File: src/rtl/core_pipe_pkg.sv
// Shared pipeline payload types, invalid constants and sizing helpers.
package core_pipe_pkg;

    localparam int unsigned XLEN = 32;
    localparam int unsigned OP_W = 8;

    // Fill values used by stages to build their per-stage INV_DATA.
    localparam logic [XLEN-1:0] DATA_INVALID = '0;
    localparam logic [XLEN-1:0] ADDR_INVALID = '0;
    localparam logic [OP_W-1:0] OP_INVALID   = '0;

    // IF/ID payload.
    typedef struct packed {
        logic [XLEN-1:0] pc;
        logic [XLEN-1:0] instr;
    } id_payload_t;

    // ID/EX payload.
    typedef struct packed {
        logic [XLEN-1:0] pc;
        logic [OP_W-1:0] op;
        logic [XLEN-1:0] rs1_val;
        logic [XLEN-1:0] rs2_val;
    } ex_payload_t;

    localparam int unsigned ID_PAYLOAD_W = $bits(id_payload_t);
    localparam int unsigned EX_PAYLOAD_W = $bits(ex_payload_t);

    localparam id_payload_t ID_INVALID = '{pc: ADDR_INVALID, instr: DATA_INVALID};
    localparam ex_payload_t EX_INVALID = '{pc: ADDR_INVALID, op: OP_INVALID,
                                           rs1_val: DATA_INVALID, rs2_val: DATA_INVALID};

    // Bits needed to count 0..depth held entries.
    function automatic int unsigned occ_width(input int unsigned depth);
        return $clog2(depth + 1);
    endfunction

endpackage

File: src/rtl/pipe_stage_mem.sv
// Entry storage for the elastic stage: one write port, one asynchronous read port.
module pipe_stage_mem
    import core_pipe_pkg::*;
#(
    parameter int unsigned        DATA_W   = 160,
    parameter int unsigned        DEPTH    = 2,
    parameter int unsigned        ADDR_W   = 1,
    parameter logic [DATA_W-1:0]  INV_DATA = '0
) (
    input  logic              clk,
    input  logic              rst,
    input  logic              wen,
    input  logic [ADDR_W-1:0] waddr,
    input  logic [DATA_W-1:0] wdata,
    input  logic [ADDR_W-1:0] raddr,
    output logic [DATA_W-1:0] rdata
);

    logic [DATA_W-1:0] mem_q [DEPTH];

    // Entry array write; reset returns every entry to the invalid pattern.
    always_ff @(posedge clk) begin
        if (rst) begin
            for (int i = 0; i < DEPTH; i++) begin
                mem_q[i] <= INV_DATA;
            end
        end else if (wen) begin
            mem_q[waddr] <= wdata;
        end
    end

    assign rdata = mem_q[raddr];

endmodule

File: src/rtl/pipe_elastic_stage.sv
// Multi-entry in-order inter-stage register with valid/ready/stall/flush.
module pipe_elastic_stage
    import core_pipe_pkg::*;
#(
    parameter int unsigned        DATA_W   = 160,
    parameter int unsigned        DEPTH    = 2,
    parameter logic [DATA_W-1:0]  INV_DATA = '0
) (
    input  logic                            clk,
    input  logic                            rst,
    input  logic                            flush,
    input  logic                            stall,
    input  logic                            in_valid,
    output logic                            in_ready,
    input  logic [DATA_W-1:0]               in_data,
    output logic                            out_valid,
    input  logic                            out_ready,
    output logic [DATA_W-1:0]               out_data,
    output logic [occ_width(DEPTH)-1:0]     occupancy
);

    localparam int unsigned OCC_W = occ_width(DEPTH);
    localparam int unsigned PTR_W = (DEPTH > 1) ? $clog2(DEPTH) : 1;

    logic [OCC_W-1:0]  occ_q, occ_n;
    logic [PTR_W-1:0]  head_q, head_n;
    logic [PTR_W-1:0]  tail_q, tail_n;
    logic              in_ready_q;
    logic              enq, deq, wen;
    logic [DATA_W-1:0] head_data;

    // Modulo-DEPTH increment by compare-and-reset (DEPTH need not be a power of two).
    function automatic logic [PTR_W-1:0] ptr_inc(input logic [PTR_W-1:0] p);
        if (p == PTR_W'(DEPTH - 1)) begin
            return '0;
        end
        return p + PTR_W'(1);
    endfunction

    assign enq = in_valid && in_ready_q;
    assign deq = out_valid && out_ready;
    assign wen = enq && !flush;

    // Next pointer/occupancy state; flush empties the stage and drops same-cycle traffic.
    always_comb begin
        occ_n  = occ_q;
        head_n = head_q;
        tail_n = tail_q;
        if (flush) begin
            occ_n  = '0;
            head_n = '0;
            tail_n = '0;
        end else begin
            if (enq) begin
                tail_n = ptr_inc(tail_q);
            end
            if (deq) begin
                head_n = ptr_inc(head_q);
            end
            case ({enq, deq})
                2'b10:   occ_n = occ_q + OCC_W'(1);
                2'b01:   occ_n = occ_q - OCC_W'(1);
                default: occ_n = occ_q;
            endcase
        end
    end

    // Control state; in_ready is precomputed so it never sees out_ready or stall.
    always_ff @(posedge clk) begin
        if (rst) begin
            occ_q      <= '0;
            head_q     <= '0;
            tail_q     <= '0;
            in_ready_q <= 1'b1;
        end else begin
            occ_q      <= occ_n;
            head_q     <= head_n;
            tail_q     <= tail_n;
            in_ready_q <= (occ_n < OCC_W'(DEPTH));
        end
    end

    pipe_stage_mem #(
        .DATA_W   (DATA_W),
        .DEPTH    (DEPTH),
        .ADDR_W   (PTR_W),
        .INV_DATA (INV_DATA)
    ) u_mem (
        .clk   (clk),
        .rst   (rst),
        .wen   (wen),
        .waddr (tail_q),
        .wdata (in_data),
        .raddr (head_q),
        .rdata (head_data)
    );

    assign in_ready  = in_ready_q;
    assign out_valid = (occ_q != '0) && !stall;
    assign out_data  = (occ_q != '0) ? head_data : INV_DATA;
    assign occupancy = occ_q;

    a_no_overflow:  assert property (@(posedge clk) disable iff (rst)
                                     !(enq && occ_q == OCC_W'(DEPTH)));
    a_no_underflow: assert property (@(posedge clk) disable iff (rst)
                                     !(deq && occ_q == '0));

endmodule

File: config.mk
export PLATFORM = sky130hd
export DESIGN_NAME = pipe_elastic_stage
export DESIGN_NICKNAME = d
export VERILOG_FILES = /design/src/rtl/core_pipe_pkg.sv /design/src/rtl/pipe_stage_mem.sv /design/src/rtl/pipe_elastic_stage.sv
export SDC_FILE = /design/constraint.sdc
export NUM_CORES = 1
export LEC_CHECK = 0
export CORE_ASPECT_RATIO = 1.4
export CORE_MARGIN = 2
export CORE_UTILIZATION = 31
export CTS_CLUSTER_DIAMETER = 50
export DETAILED_ROUTE_END_ITERATION = 6
export DONT_BUFFER_PORTS = 1
export PLACE_DENSITY = 0.47
export SLEW_MARGIN = 20
export SYNTH_ARGS = -nofsm -noshare
export SYNTH_HDL_FRONTEND = slang
export SYNTH_SLANG_ARGS = --single-unit
File: constraint.sdc
create_clock -name clk -period 10.5 [get_ports clk]
set_input_delay 2.1 -clock clk [delete_from_list [all_inputs] [get_ports clk]]
set_output_delay 2.1 -clock clk [all_outputs]
set_load 0.005 [all_outputs]
==> impl_metrics.py, run 1 <==
metrics = {
    "worst_setup_path": {
        "crit_path_start_kind": "flop",
        "crit_chain": "buf_4 -> mux2i_1 -> nor2_1",
        "critPathArrivalTime_ns": 3.00,
        "worst-setup-path-type": "flop to output port",
        "crit_slowest_cell": "dfxtp_4",
        "critPathMaxStageDelay_ns": 0.99,
        "crit_fanout": 54,
        "worst_ep_required_time_ns": 8.40,
        "end_kind": "output port",
    },
    "route": {
        "wirelength_mm": 34.9,
        "drtIter0Drc": 401,
        "via_per_inst": 4.58,
        "wl_per_cell_um": 20.6,
        "first_pass_iters": 4,
        "ant_nets": 0,
        "drc": 0,
        "vias": 7745,
    },
    "global_route": {
        "grt_pass1_vias": 8026,
        "grt_overflow": 0,
        "grtUsageTotal": 0.140,
        "grt_pass1_wl_mm": 51.4,
        "grt_start_max_net_pins": 112,
        "antenna_found_initial": 6,
    },
    "power": {
        "p_leak_uw": 0.00559,
        "clkPwrFrac": 0.465,
        "seqPwrFrac": 0.491,
        "vdd_drop_max_uv": 106,
        "p_int_uw": 2450,
        "p_sw_frac": 0.208,
        "switchingPower_uw": 642,
        "power.density_nw_per_um2": 188,
        "combPwrFrac": 0.044,
    },
    "layout": {
        "multiInputGateArea_um2": 4470,
        "final_nets": 1212,
        "area_growth_pct": 13.3,
        "layout.cells.non_filler": 1690,
        "seq_area_um2": 9730,
        "fillers": 4569,
        "drive_above_1_share": 0.130,
    },
    "cts": {
        "h-tree-depth": 2,
        "cts_tree": "built",
        "cts.sinks": 326,
        "postCtsSetupBuffers": 0,
        "post_cts_resized": 0,
        "clockBufferDepth": 3,
        "clkLatencyLatePin_ns": 0.52,
        "clkSlewWorstSetupHoldPaths_ns": 0.06,
        "cts_root_buf": "clkbuf_16",
        "cts_buffers": 38,
        "holdBufCountCts": 0,
    },
    "placed_design": {
        "hpwl_mm": 20.6,
        "gp_congestion": 0.682,
        "io_buffer_count": 0,
        "placed_cells": 1622,
        "pre_cts_ws_ns": 5.43,
    },
    "worst_hold_path": {
        "hp-class": "flop to flop",
    },
    "sta": {
        "max_freq_ghz": 0.196,
        "setup_violations": 0,
        "setup_slack_ns": 5.40,
        "clock-skew-final_ns": 0.0126,
        "layout_min_cycle_time_ns": 5.10,
        "rsz0062_at_grt": "no",
        "hold_violations": 0,
        "finalCritPeriodShare": 0.486,
        "tns_ns": 0,
        "tightestPinTransition_ns": 1.04,
        "relSlewSlack": 0.304,
        "worst_hold_slack_ns": 0.487,
        "slew_violations": 0,
    },
    "job": {
        "drv_cap": 0,
    },
    "synth": {
        "yosysUniqueCellTypes": 23,
        "syn_inst": 1060,
        "yosysTopAreaCell": "edfxtp_1",
        "synth_edf_count": 320,
        "yosysWarnings": 0,
        "ys_top_cells_by_count": "edfxtp_1 (320), and2_1 (261), nor2_1 (165), mux2i_1 (162), and2_2 (59)",
        "ys_seq_area_frac": 0.670,
        "yosysTopAreaCellShare": 0.662,
        "synth.most_common_cell": "edfxtp_1",
        "synth.net_count": 1227,
        "synthArstFlopShare": 0,
        "yosys-top-cells-area": "edfxtp_1 (66%), and2_1 (11%), mux2i_1 (11%), nor2_1 (4.3%), and2_2 (3.1%)",
        "synth_area_um2": 14500,
        "syn_area_per_cell_um2": 13.7,
        "synth-seq-cells": 326,
        "synth-main-ff-cell": "edfxtp_1",
    },
    "floorplanning": {
        "die_height_um": 260,
        "die_w_um": 187,
        "core-area_um2": 46100,
        "start_util": 0.315,
        "die_area_um2": 48600,
        "ios": 330,
        "fp-row-count": 93,
    },
    "outcome": {
        "outcome": "complete, no violations",
    },
}
-- sequential cells by signal, indices dropped and copies added (netlist names), named ones only --
signal,count
tail_q,1
occupancy,2
in_ready,1
head_q,1
u_mem.mem_q,320
-- cell usage in the layout, fill, tap and decap left out --
master and n:
dfxtp_4 1, o21a_1 2, nor3_1 1, nor2_4 1
edfxtp_1 320, bufinv_16 8, o21ai_0 1, buf_4 13
clkbuf_16 41, nor2_1 164, nand2_1 2, inv_1 1
inv_8 2, buf_6 1, xnor2_1 2, clkinv_1 2
and2_2 59, nor3_4 2, and2_1 261, clkinv_2 4
or2_4 3, clkbuf_1 6, clkinvlp_4 1, or3_2 1
ha_1 1, xor2_1 1, clkinv_4 2, diode_2 2
dfxtp_1 5, nor3b_1 1, mux2i_1 162
-- cell families (layout without fill, tap and decap cells) --
family | count (synthesis) | in the layout | share of synthesized area
DFF | 326 | 326 | 0.670
adders and majority gates | 1 | 1 | 0.000862
and+or+nand+nor | 495 | 495 | 0.191
muxes | 162 | 162 | 0.112
other | 0 | 2 | 0
xor gates and xnor gates | 3 | 3 | 0.00181
AOI/OAI and AO/OA | 3 | 3 | 0.00138
buffers and inverters | 70 | 81 | 0.0230
-- worst max-delay path: cells and delay by family (launching register included) --
kind,cells,cell delay [ns]
muxes,1,0.16
DFF,1,0.99
buffers and inverters,1,0.88
and+or+nand+nor,1,0.32
-- layout make-up --
type | instances | area share
diodes | 2 | 0.000304
clock buffers | 47 | 0.0637
clock inverters | 19 | 0.0192
inverters | 1 | 0.000228
multi-input cells | 664 | 0.272
flip-flops and latches | 326 | 0.591
well taps | 617 | 0.0469
repair buffers | 14 | 0.00661
-- per-stage QoR --
stage	total power [uW]	utilization	instance area (um2)
final	3090	0.357	16500
after global routing	3190	0.357	16500
after CTS	3130	0.357	16500
after detailed placement	1690	0.327	15100
after global placement	1680	0.327	15100
after floorplan	1640	-	14500
-- path summary, 6_finish.rpt --
| kind | from | end | slack [ns] | cells after the start |
|---|---|---|---|---|
| hold / removal | head_q | flop | 0.49 | 2 |
| setup reg to reg | in_ready | u_mem.mem_q[0][98] | 7.23 | 5 |
| setup / recovery | flop | out_data[82] | 5.40 | 3 |
| hold reg to reg | head_q | flop | 0.49 | 2 |
-- layer usage --
metal | vias up | global-route usage | share of wire
li1 | 3638 | - | -
met1 | 3809 | 0.160 | 0.39
met2 | 229 | 0.236 | 0.49
met3 | 59 | 0.0580 | 0.091
met4 | 10 | 0.0452 | 0.025
met5 | - | 0 | 0.0020
-- power groups by stage --
stage | Clock [uW] | Combinational [uW] | Sequential [uW]
after global placement | 0 | 142 | 1540
after floorplan | 0 | 99.4 | 1540
after CTS | 1470 | 143 | 1520
after detailed placement | 0 | 143 | 1540
final | 1440 | 136 | 1520
after global routing | 1520 | 153 | 1520
(Power assumes the default switching activity.)
==> inputs of run 2 (changes only) <==
Settings changed: PLACE_DENSITY 0.47 to 0.48.
Clock period 10.5 ns to 4.24 ns, I/O delays scaled along.
==> impl_metrics.py, run 2 (synthesis gave the netlist of run 1 again) <==
metrics = {
    "floorplanning": {
        "ios": 330,
        "die_area_um2": 48600,
        "die_height_um": 260,
        "fp-row-count": 93,
        "core-area_um2": 46100,
        "start_util": 0.315,
        "die_w_um": 187,
    },
    "cts": {
        "clockBufferDepth": 3,
        "clkLatencyLatePin_ns": 0.53,
        "cts_root_buf": "clkbuf_16",
        "h-tree-depth": 2,
        "holdBufCountCts": 0,
        "cts.sinks": 326,
        "postCtsSetupBuffers": 0,
        "cts_tree": "built",
        "post_cts_resized": 0,
        "clkSlewWorstSetupHoldPaths_ns": 0.06,
        "cts_buffers": 40,
    },
    "route": {
        "via_per_inst": 4.58,
        "drc": 0,
        "drtIter0Drc": 300,
        "wl_per_cell_um": 20.5,
        "vias": 7774,
        "ant_nets": 0,
        "first_pass_iters": 4,
        "wirelength_mm": 34.7,
    },
    "sta": {
        "tns_ns": 0,
        "clock-skew-final_ns": 0.0129,
        "hold_violations": 0,
        "max_freq_ghz": 0.317,
        "tightestPinTransition_ns": 0.981,
        "setup_violations": 0,
        "rsz0062_at_grt": "no",
        "finalCritPeriodShare": 0.744,
        "setup_slack_ns": 1.09,
        "relSlewSlack": 0.346,
        "slew_violations": 0,
        "layout_min_cycle_time_ns": 3.15,
    },
    "worst_setup_path": {
        "rrSetupSlack_ns": 2.01,
        "cp_num_buf_inv": 1,
        "crit_path_start_kind": "flop",
        "worst-setup-path-type": "flop to output port",
        "end_kind": "output port",
        "crit_slowest_cell": "dfxtp_4",
        "critPathArrivalTime_ns": 2.31,
        "critPathMaxStageDelay_ns": 0.97,
        "crit_chain": "buf_12 -> mux2i_1 -> nor2_1",
        "worst_ep_required_time_ns": 3.39,
        "crit_family": "flip-flops",
        "crit_fanout": 45,
    },
    "layout": {
        "drive_above_1_share": 0.130,
        "final_nets": 1215,
        "regMostFlops": "u_mem.mem_q",
        "layout.cells.non_filler": 1698,
        "largest_register_ffs": 320,
        "fillers": 4492,
        "final_common_cell": "edfxtp_1",
        "final_cell_mix": "edfxtp_1 (320), and2_1 (261), nor2_1 (164)",
        "area_growth_pct": 13.8,
    },
    "placed_design": {
        "hpwl_mm": 20.4,
        "gp_congestion": 0.719,
        "io_buffer_count": 0,
        "pre_cts_ws_ns": 1.59,
        "placed_cells": 1623,
    },
    "worst_hold_path": {
        "hp-class": "flop to flop",
    },
    "global_route": {
        "grt_pass1_wl_mm": 51.5,
        "grt_start_max_net_pins": 161,
        "grtUsageTotal": 0.140,
        "grt_pass1_vias": 8064,
        "grt_overflow": 0,
        "antenna_found_initial": 5,
    },
    "power": {
        "power.density_nw_per_um2": 454,
        "vdd_drop_max_uv": 278,
        "p_leak_uw": 0.00560,
        "finalPower_uw": 7510,
    },
    "job": {
        "drv_cap": 0,
    },
    "outcome": {
        "outcome": "complete, no violations",
    },
}
==> run 2: layer usage <==
layer	track usage	wire length (um)	vias to the layer above
met4	0.0553	1040	8
met5	0	54	-
met2	0.239	17500	227
li1	-	-	3653
met1	0.156	13200	3822
met3	0.0537	2980	64
==> run 2: final timing paths <==
| kind | cells after the start | startpoint | to |
|---|---|---|---|
| max | 3 | flop | out_data[21] |
| min | 2 | head_q | flop |
| max reg2reg | 5 | occupancy[0] | occupancy[1] |
| min reg2reg | 2 | head_q | flop |
==> run 2: layout make-up <==
cell class	instances	area, um2	area share
Antenna cell	4	10.0	0.000606
Clock buffer	48	1060	0.0643
Clock inverter	23	253	0.0153
Inverter	1	3.75	0.000227
Multi-Input combinational cell	664	4470	0.270
Sequential cell	326	9730	0.589
Tap cell	617	772	0.0467
Timing Repair Buffer	15	225	0.0136
==> run 2: worst reg2reg max path: stages, from the launching register on <==
cell and delay, ns:
dfxtp_1 0.60, nor2_4 0.25, nor3b_1 0.52, ha_1 0.37, o21a_1 0.21, o21a_1 0.17
==> run 2: power by group <==
| group | leakage, uW | internal [uW] | switching, uW | total (uW) |
|---|---|---|---|---|
| logic | 0.00161 | 105 | 240 | 345 |
| registers | 0.00335 | 3710 | 46.2 | 3760 |
| clock network | 0.000638 | 2050 | 1360 | 3410 |
==> run 2: metrics by stage <==
step	utilization	hold slack, ns	instance area [um2]
after floorplan	-	0.452	14500
after global placement	0.330	0.468	15200
after detailed placement	0.330	0.464	15200
after CTS	0.358	0.460	16500
after global routing	0.359	0.472	16500
final	0.359	0.479	16500
==> inputs of run 3 (changes only) <==
Settings changed: PLACE_DENSITY 0.48 to 0.47.
Clock period 4.24 ns to 3 ns, I/O delays scaled along.
==> impl_metrics.py, run 3 (synthesis gave the netlist of run 1 again) <==
metrics = {
    "cts": {
        "holdBufCountCts": 0,
        "clockBufferDepth": 3,
        "postCtsSetupBuffers": 0,
        "cts_root_buf": "clkbuf_16",
        "clkSlewWorstSetupHoldPaths_ns": 0.05,
        "post_cts_resized": 0,
        "cts_buffers": 40,
        "clkLatencyLatePin_ns": 0.53,
        "h-tree-depth": 2,
        "cts_tree": "built",
        "cts.sinks": 326,
    },
    "global_route": {
        "gr-usage-met1": 0.158,
        "grt_overflow": 0,
        "grt.met3_usage": 0.0537,
        "grt_start_max_net_pins": 161,
        "grtUsageTotal": 0.140,
        "grt_pass1_vias": 8085,
        "busiest_layer": "met2",
        "grt_pass1_wl_mm": 51.7,
        "met2_usage": 0.241,
        "antenna_found_initial": 3,
    },
    "sta": {
        "max_freq_ghz": 0.385,
        "layout_min_cycle_time_ns": 2.60,
        "worst_hold_slack_ns": 0.232,
        "finalCritPeriodShare": 0.866,
        "hold_violations": 0,
        "rsz0062_at_grt": "no",
        "tns_ns": 0,
        "setup_violations": 0,
        "tightestPinTransition_ns": 0.698,
        "slew_violations": 0,
        "setup_slack_ns": 0.403,
        "relSlewSlack": 0.534,
        "clock-skew-final_ns": 0.00956,
    },
    "route": {
        "via_per_inst": 4.57,
        "wl_per_cell_um": 20.5,
        "first_pass_iters": 4,
        "drtIter0Drc": 285,
        "vias": 7784,
        "wirelength_mm": 35.0,
        "drc": 0,
        "ant_nets": 0,
    },
    "outcome": {
        "outcome": "complete, no violations",
    },
    "placed_design": {
        "gp_congestion": 0.699,
        "hpwl_mm": 21.3,
        "pre_cts_ws_ns": 0.792,
        "io_buffer_count": 0,
        "placedInstanceArea_um2": 15300,
    },
    "floorplanning": {
        "die_area_um2": 48600,
        "ios": 330,
        "die_w_um": 187,
        "fp-row-count": 93,
        "die_height_um": 260,
        "start_util": 0.315,
        "core-area_um2": 46100,
    },
    "power": {
        "switchingPower_uw": 2300,
        "clkPwrFrac": 0.443,
        "combPwrFrac": 0.049,
        "power.density_nw_per_um2": 628,
        "p_sw_frac": 0.221,
        "p_int_uw": 8130,
        "p_leak_uw": 0.00564,
        "vdd_drop_max_uv": 487,
        "seqPwrFrac": 0.508,
        "finalPower_uw": 10400,
    },
    "worst_setup_path": {
        "crit_path_start_kind": "flop",
        "worst_ep_required_time_ns": 2.40,
        "critPathMaxStageDelay_ns": 0.56,
        "worst-setup-path-type": "flop to output port",
        "critPathArrivalTime_ns": 2.00,
        "cp_num_buf_inv": 2,
        "crit_chain": "buf_12 -> buf_4 -> mux2i_1 -> nor2_1",
        "end_kind": "output port",
        "crit_fanout": 29,
        "crit_slowest_cell": "dfxtp_4",
        "crit_family": "flip-flops",
    },
    "layout": {
        "stdcell_area_um2": 16600,
        "final_nets": 1222,
        "largest_register_ffs": 320,
        "drive_above_1_share": 0.139,
        "regMostFlops": "u_mem.mem_q",
        "final_cell_mix": "edfxtp_1 (320), and2_1 (261), nor2_1 (164)",
        "final_common_cell": "edfxtp_1",
        "area_growth_pct": 14.4,
    },
    "worst_hold_path": {
        "hp-class": "primary input to flop",
    },
    "job": {
        "drv_cap": 0,
    },
}
run 3: changes by cell type in the layout (fill, tap and decap cells not counted):
cell and change:
buf_12 +6, buf_4 +1, bufinv_16 -2, clkinv_1 -4, clkinv_2 +3, clkinv_4 +2
clkinv_8 -1, clkinvlp_4 +2, inv_6 +2, inv_8 -2
run 3: through the flow:
stage / std cells / utilization
after floorplan: 1060 / -
after global placement: 1630 / 0.333
after detailed placement: 1630 / 0.333
after CTS: 1701 / 0.360
after global routing: 1703 / 0.360
final: 1705 / 0.360
run 3: layout make-up:
type	instances	area [um2]
Fill cell	4503	29500
Sequential cell	326	9730
Multi-Input combinational cell	664	4470
Clock buffer	48	1060
Tap cell	617	772
Timing Repair Buffer	22	353
Clock inverter	23	204
Antenna cell	4	10.0
Inverter	1	3.75
run 3: final timing paths:
kind                                      to  depth (start not counted)  slack, ns         start
worst max register to register  occupancy[1]                          5       0.95  occupancy[0]
worst max-delay path            out_data[70]                          4       0.40          flop
worst min register to register          flop                          2       0.50        head_q
worst min-delay path                in_ready                          2       0.23           rst
run 3: power by group through the flow:
stage | Sequential [uW] | Clock (uW) | Combinational, uW
floorplan | 5390 | 0 | 349
global placement | 5390 | 0 | 528
detailed placement | 5400 | 0 | 532
CTS | 5300 | 4770 | 534
global route | 5320 | 4940 | 567
finish | 5300 | 4620 | 509
run 3: layer usage:
metal	vias to the layer above	wire (um)
met5	-	31
met4	4	1090
met3	63	2910
met2	242	17700
met1	3822	13300
li1	3653	-
